File: config.mk
export PLATFORM = sky130hd
export DESIGN_NAME = encoding_block_mlane
export DESIGN_NICKNAME = d
export VERILOG_FILES = /design/src/rtl/encoding_block_mlane.sv
export SDC_FILE = /design/constraint.sdc
export NUM_CORES = 2
export LEC_CHECK = 0
export CORE_UTILIZATION = 35
export DETAILED_ROUTE_END_ITERATION = 12
export GPL_ROUTABILITY_DRIVEN = 0
export PLACE_DENSITY_LB_ADDON = 0.2
export SLEW_MARGIN = 15
export SYNTH_ARGS = -nofsm -noshare
export SYNTH_HDL_FRONTEND = slang
export SYNTH_SLANG_ARGS = --single-unit
File: constraint.sdc
create_clock -name enc_clk -period 24 [get_ports enc_clk]
set_input_delay 3.6 -clock enc_clk [delete_from_list [all_inputs] [get_ports enc_clk]]
set_output_delay 3.6 -clock enc_clk [all_outputs]
set_load 0.02 [all_outputs]
File: src/rtl/encoding_block_mlane.sv
// Multi-lane transmit encoder: gathers per-lane bytes into 66b/132b/bypass symbols and queues
// them in a first-word-fall-through FIFO. Optional popped-symbol counter under `ENC_STATS_EN.
module encoding_block_mlane #(
  parameter int LANES     = 2,
  parameter int SYM_DEPTH = 2
) (
  input  logic                  enc_clk,
  input  logic                  rst,
  input  logic                  enable,
  input  logic [1:0]            gen_speed,
  input  logic [3:0]            d_sel,
  input  logic                  in_valid,
  output logic                  in_ready,
  input  logic [LANES*8-1:0]    lane_tx,
  output logic [LANES*132-1:0]  sym_out,
  output logic                  sym_valid,
  input  logic                  sym_ready,
`ifdef ENC_STATS_EN
  output logic [15:0]           sym_count,
`endif
  output logic                  new_sym
);

  localparam int SW = LANES * 132;
  localparam int PW = $clog2(SYM_DEPTH);

  logic [3:0]    byte_cnt;
  logic [1:0]    mode_reg;
  logic          ctl_reg;
  logic [127:0]  asm_q [LANES];
  logic [SW-1:0] mem   [SYM_DEPTH];
  logic [PW:0]   wr_ptr, rd_ptr;

  logic [1:0]    cur_mode;
  logic [3:0]    last_idx;
  logic          cur_ctl;
  logic          fifo_full, fifo_empty;
  logic          accept, take, last_byte, push, pop;
  logic [SW-1:0] sym_next;
  logic [127:0]  payload;

  // The first byte of a symbol decides its format; later bytes follow the latched mode.
  always_comb begin
    cur_mode = (byte_cnt == 4'd0) ? gen_speed : mode_reg;
    cur_ctl  = (byte_cnt == 4'd0) ? (d_sel == 4'd8) : ctl_reg;
    case (cur_mode)
      2'd2:    last_idx = 4'd7;
      2'd1:    last_idx = 4'd15;
      default: last_idx = 4'd0;
    endcase
  end

  assign fifo_empty = (wr_ptr == rd_ptr);
  assign fifo_full  = (wr_ptr[PW] != rd_ptr[PW]) && (wr_ptr[PW-1:0] == rd_ptr[PW-1:0]);
  assign last_byte  = (byte_cnt == last_idx);
  assign in_ready   = !rst && enable && (gen_speed != 2'd3) && !(last_byte && fifo_full);
  assign accept     = in_valid && in_ready;
  assign take       = accept && (d_sel != 4'd9);
  assign push       = take && last_byte;
  assign pop        = sym_valid && sym_ready;
  assign sym_valid  = !fifo_empty;
  assign sym_out    = mem[rd_ptr[PW-1:0]];

  // Completed symbol includes the byte being accepted on this edge.
  always_comb begin
    sym_next = '0;
    payload  = '0;
    for (int l = 0; l < LANES; l++) begin
      payload = asm_q[l];
      payload[{byte_cnt, 3'b000} +: 8] = lane_tx[l*8 +: 8];
      case (cur_mode)
        2'd2:    sym_next[l*132 +: 132] = {66'b0, payload[63:0], cur_ctl ? 2'b10 : 2'b01};
        2'd1:    sym_next[l*132 +: 132] = {payload, cur_ctl ? 4'b0101 : 4'b1010};
        default: sym_next[l*132 +: 132] = {124'b0, lane_tx[l*8 +: 8]};
      endcase
    end
  end

  always_ff @(posedge enc_clk or posedge rst) begin
    if (rst) begin
      byte_cnt <= '0;
      mode_reg <= '0;
      ctl_reg  <= 1'b0;
      wr_ptr   <= '0;
      rd_ptr   <= '0;
      new_sym  <= 1'b0;
      for (int l = 0; l < LANES; l++) asm_q[l] <= '0;
    end else if (!enable) begin
      byte_cnt <= '0;
      mode_reg <= '0;
      ctl_reg  <= 1'b0;
      wr_ptr   <= '0;
      rd_ptr   <= '0;
      new_sym  <= 1'b0;
      for (int l = 0; l < LANES; l++) asm_q[l] <= '0;
    end else begin
      new_sym <= push;
      if (pop)  rd_ptr <= rd_ptr + (PW+1)'(1);
      if (push) wr_ptr <= wr_ptr + (PW+1)'(1);
      if (take) begin
        if (byte_cnt == 4'd0) begin
          mode_reg <= gen_speed;
          ctl_reg  <= (d_sel == 4'd8);
        end
        byte_cnt <= last_byte ? 4'd0 : byte_cnt + 4'd1;
        for (int l = 0; l < LANES; l++) asm_q[l][{byte_cnt, 3'b000} +: 8] <= lane_tx[l*8 +: 8];
      end
    end
  end

  // Storage is zeroed on reset so the head reads as zero before the first push.
  always_ff @(posedge enc_clk or posedge rst) begin
    if (rst) begin
      for (int i = 0; i < SYM_DEPTH; i++) mem[i] <= '0;
    end else if (push) begin
      mem[wr_ptr[PW-1:0]] <= sym_next;
    end
  end

`ifdef ENC_STATS_EN
  always_ff @(posedge enc_clk or posedge rst) begin
    if (rst)          sym_count <= '0;
    else if (!enable) sym_count <= '0;
    else if (pop)     sym_count <= sym_count + 16'd1;
  end
`endif

endmodule

Yosys cells after proc, flatten, opt, wreduce, memory -nomap -nowiden
Index checks and enable logic that the tools add are counted.
- register bits: 796
- bits of input ports: 27
- output and inout bits: 267
- logic and storage cells: 77
- add/subtract/negate cells: 4
- order comparisons: 3
- eq/ne operators: 12
- shift-type cells: 3
- mux-type cells: 29
- bitwise gates (word level): 2
- reductions and logical operators: 14
- operators by type and width (cell ; number):
    264-bit 2-to-1 mux ; 4
    528-bit bitwise mux ; 1
    132-bit one-hot mux with 2 select lines ; 2
    256-bit 2-to-1 mux ; 2
    264-bit demux with 1-bit select ; 1
    128-bit bitwise mux ; 2
    8-bit by 9-bit indexed part select with 128-bit output ; 2
    8-bit by 9-bit variable shift with 128-bit output (first input constant) ; 1
    2-bit 2-to-1 mux ; 8
    4-bit 2-to-1 mux ; 4
    1-bit logical AND ; 10
    7-bit negation with 9-bit output ; 1
    4-bit one-hot mux with 2 select lines ; 1
    2-bit by 1-bit inequality test with 1-bit output (second input constant) ; 3
    2-bit by 1-bit adder with 2-bit output (second input constant) ; 2
    4-bit by 1-bit adder with 4-bit output (second input constant) ; 1
    4-bit equality test ; 1
    4-bit equality test (second input constant) ; 1
    2-bit >= comparator (second input constant) ; 2
    4-bit zero test ; 1
    1-bit 2-to-1 mux ; 4
    4-bit inequality test (second input constant) ; 1
    1-bit NOT with 2-bit output ; 2
    1-bit zero test ; 3
    other kinds (7) ; 7

Longest topological paths before layout
- depth after elaboration: 13
- gate-level depth with buffers: 19
- mapped depth without buffers: 11

Worst setup path after synthesis
Ideal clock, no wire load.
- path kind: input to output
- from: in gen_speed[1]
- to: out in_ready
- arrival: 4940 ps
- required time: 20400 ps
- setup slack: 15460 ps
- stages: 6
- path buffers: 0
- cell sequence: mux2i_1 > inv_1 > ha_1 > and4b_1 > o2111a_1 > nor2_1
- longest elaborated chain between the ends: 7
- elaborated cells on any way between the ends: 10
- classes of those cells: eq/ne (4); mux (2); reduce/logical (4)
- RTL lines (what ; line ; text):
    start, declared ; 10 ; input logic [1:0] gen_speed,
    2-bit 2-to-1 mux ; - ;
    2-bit by 1-bit equality test with 1-bit output / 2-bit equality test (equally long branches) ; 46 ; case (cur_mode)
    4-bit one-hot mux with 2 select lines ; 46 ;
    4-bit equality test ; 55 ; assign last_byte = (byte_cnt == last_idx);
    1-bit logical AND ; 56 ; assign in_ready = !rst && enable && (gen_speed != 2'd3) && !(last_byte && fifo_full);
    1-bit zero test ; 56 ;
    1-bit logical AND (*) ; 56 ;
    end, declared ; 13 ; output logic in_ready,
Every way passes the cells marked *; elsewhere a longest branch is shown, timed or not.

Worst setup path in the final report
Same ends and word-level chain as after synthesis.

==> flow_summary.json <==
{
  "synth-seq-cells": 796,
  "layout_commonest_cell": "dfrtp_1",
  "vias": 28000,
  "grt.overflow.total": 0,
  "cp_top_family": "buffers and inverters",
  "switching_power_mw": 0.875,
  "slowest_stage": "clkdlybuf4s50_1",
  "worstPathMaxFanout": 16,
  "final_cell_mix": "795 x dfrtp_1, 510 x mux2_2, 361 x nand2_1",
  "synth-edff-count": 0,
  "synth_flop_cell": "dfrtp_1",
  "min_from": "mem[393]$_DFFE_PP0P_",
  "required_ns": 20.40,
  "regMostFlops": "mem",
  "drtAntennaViolNets": 0,
  "fillers": 10700,
  "hold_viol_final": 0,
  "reg2reg_slack_ns": 17.45,
  "clk_latency_ns": 0.67,
  "clock-sinks": 796,
  "path_class": "primary input to output pin",
  "critPathMaxStageDelay_ns": 0.67,
  "crit_cells": 7,
  "whs_path_depth": 2,
  "viasPerCell": 5.42,
  "dpl.cell_count": 4999,
  "grt_pass1_vias": 27800,
  "grtUsageMet1_pct": 29.7,
  "cts_setup_buffers": 0,
  "dpl.hpwl_um": 78700,
  "hold_class": "flop to flop",
  "synth_nets": 3518,
  "swShare_pct": 26.6,
  "rr_worst_depth": 11,
  "reg_top3": "mem (528), asm_q (256), byte_cnt (4)",
  "seqCellArea_sq_um": 19900,
  "first_pass_iters": 6,
  "yosysSeqAreaShare_pct": 50.8,
  "min_period_over_period_pct": 41.1,
  "slew_headroom_pct": 22.5,
  "fin_util_pct": 41.7,
  "cp-end-kind": "output pin",
  "rsz0062_at_grt": "no",
  "grt_util_met3_pct": 3.51,
  "hold_end": "mem[393]$_DFFE_PP0P_",
  "comb_power_share_pct": 12.8,
  "crit_start": "gen_speed[1]",
  "numCtsBuffers": 92,
  "p_clk_share_pct": 44.4,
  "die_width_um": 337,
  "r2r-start": "byte_cnt[1]$_DFFE_PP0P_",
  "totalWireLength_um": 123000,
  "cts_root_buffer": "clkbuf_16",
  "power_density_nw_per_um2": 71.1,
  "grt_max_degree": 181,
  "die_area_sq_um": 113000,
  "drive_above_1_share_pct": 22.9,
  "crit_chain": "clkdlybuf4s50_1 -> mux2i_1 -> ha_1 -> xnor2_1 -> o2111a_1 -> nor2_1 -> clkdlybuf4s50_1",
  "fin_skew_ns": 0.0287,
  "cts.clk_slew.worst_paths_ns": 0.05,
  "grt.busiest_layer": "met2",
  "io_buffers": 293,
  "h-tree-depth": 3,
  "antenna_found_initial": 4,
  "vdd_ir_drop_max_v": 0.0000472,
  "grt_use_total_pct": 21.6,
  "status": "complete, no violations",
  "synth_warnings": 0,
  "final.setup.tns_ns": 0,
  "coreArea_sq_um": 111000,
  "syn_avg_cell_area_sq_um": 11.2,
  "drv_slew": 0,
  "fin_nets": 3638,
  "grt_use_met2_pct": 35.1,
  "drt-initial-drc-count": 2212,
  "p_int_mw": 2.41,
  "max-cap-violations": 0,
  "cts_tree": "built",
  "layout.cells.non_filler": 5170,
  "dieHeight_um": 337,
  "io_pins": 294,
  "crit_buf_inv": 2,
  "multi_input_area_sq_um": 17700,
  "syn-cell-area_sq_um": 39200,
  "wl_per_cell_um": 23.9,
  "tightestPinTransition_ns": 1.16,
  "initial_core_util_pct": 35.4,
  "largest_reg_flops": 528,
  "min_period_ns": 9.87,
  "grt_pass1_wl_um": 185000,
  "cts-resized-gates": 0,
  "async_reset_ff_share_pct": 100,
  "clockBufferDepth": 3,
  "crit_arrival_ns": 6.27,
  "r2r-end": "mem[208]$_DFFE_PP0P_",
  "synth_cell_type_count": 73,
  "fmax_mhz": 101,
  "synthCells": 3485,
  "cpMostUsedCell": "clkdlybuf4s50_1",
  "start_kind": "primary input",
  "area_growth_pct": 17.9,
  "pwr-share-seq_pct": 42.8,
  "setup_viol_count_final": 0,
  "drc": 0,
  "power.leakage_nw": 20.5,
  "rows": 122,
  "cts_hold_buf": 0
}
-- through the flow --
stage / area [sq um] / total power, mW / hold slack [ns] / setup slack (ns)
final: 46200 / 3.29 / 0.467 / 14.13
after global routing: 46200 / 3.41 / 0.491 / 13.93
after CTS: 46200 / 3.33 / 0.474 / 14.12
after detailed placement: 43100 / 1.86 / 0.462 / 14.13
after global placement: 43100 / 1.86 / 0.455 / 14.13
after floorplan: 39200 / 1.68 / 0.442 / 9.48
-- worst max-delay path by stage --
stage | to
global placement | in_ready
global route | in_ready
CTS | in_ready
detailed placement | in_ready
floorplan | asm_q[0]$_DFFE_PP0P_
finish | in_ready
-- cell usage after synthesis (5+ instances only) --
master | number | area [sq um]
buf_2 | 97 | 485
dfrtp_1 | 796 | 19900
nand2b_1 | 12 | 75.1
o22ai_1 | 12 | 75.1
nor2b_1 | 11 | 68.8
nor3b_1 | 5 | 37.5
a22oi_1 | 6 | 45.0
a21oi_1 | 27 | 135
o211ai_1 | 18 | 135
buf_6 | 19 | 214
and2_1 | 22 | 138
o21ai_0 | 193 | 966
a21boi_0 | 18 | 135
o22a_1 | 56 | 490
nor2_1 | 134 | 503
and3_1 | 45 | 282
nand4_1 | 7 | 43.8
a31oi_1 | 102 | 638
xnor2_1 | 5 | 43.8
mux2i_1 | 231 | 2310
clkbuf_1 | 191 | 717
nand2_1 | 361 | 1360
o21ai_1 | 41 | 205
a32o_1 | 6 | 60.1
inv_1 | 20 | 75.1
o21ai_2 | 11 | 96.3
mux2_2 | 510 | 5740
o2bb2ai_1 | 84 | 736
o31ai_1 | 46 | 345
nor2_2 | 6 | 37.5
a211oi_1 | 6 | 45.0
buf_1 | 19 | 71.3
ha_1 | 6 | 75.1
nand3_1 | 78 | 390
o221ai_1 | 14 | 123
buf_4 | 11 | 82.6
o31ai_2 | 34 | 425
nor3_1 | 26 | 130
a22o_1 | 108 | 946
nand2_2 | 32 | 200
-- per-layer routing --
metal / vias to the layer above / part of all wire [%]
li1: 13000 / -
met1: 14200 / 45
met2: 703 / 48
met3: 158 / 4.7
met4: 0 / 2.6
met5: - / 0
-- layout make-up --
type / instances / area share, %
Antenna cell: 1 / 0.00542
Clock inverter: 38 / 1.13
Clock buffer: 132 / 5.61
Tap cell: 1488 / 4.03
Sequential cell: 796 / 43.1
Timing Repair Buffer: 363 / 7.55
Multi-Input combinational cell: 2332 / 38.4
Inverter: 20 / 0.171
-- logic make-up after synthesis --
family / share of synthesized area, %
AO/OA/AOI/OAI: 15.0
XOR/XNOR: 0.220
adder cells (fa/ha/maj): 0.191
buffers and inverters: 4.20
flip-flops: 50.8
multiplexers: 20.6
AND/OR/NAND/NOR: 8.99
-- power groups by stage --
| stage | logic, mW | registers, mW | clock network, mW |
|---|---|---|---|
| after global routing | 0.453 | 1.41 | 1.54 |
| after CTS | 0.430 | 1.41 | 1.49 |
| after global placement | 0.430 | 1.43 | 0 |
| after floorplan | 0.251 | 1.43 | 0 |
| final | 0.420 | 1.41 | 1.46 |
| after detailed placement | 0.429 | 1.43 | 0 |
-- tightest hold or removal path, stage by stage, from the launching register on --
cell and delay (ns):
dfrtp_1 0.33, nand2_1 0.05, o31ai_1 0.05
No activity file was read; power rests on OpenSTA's default activity.
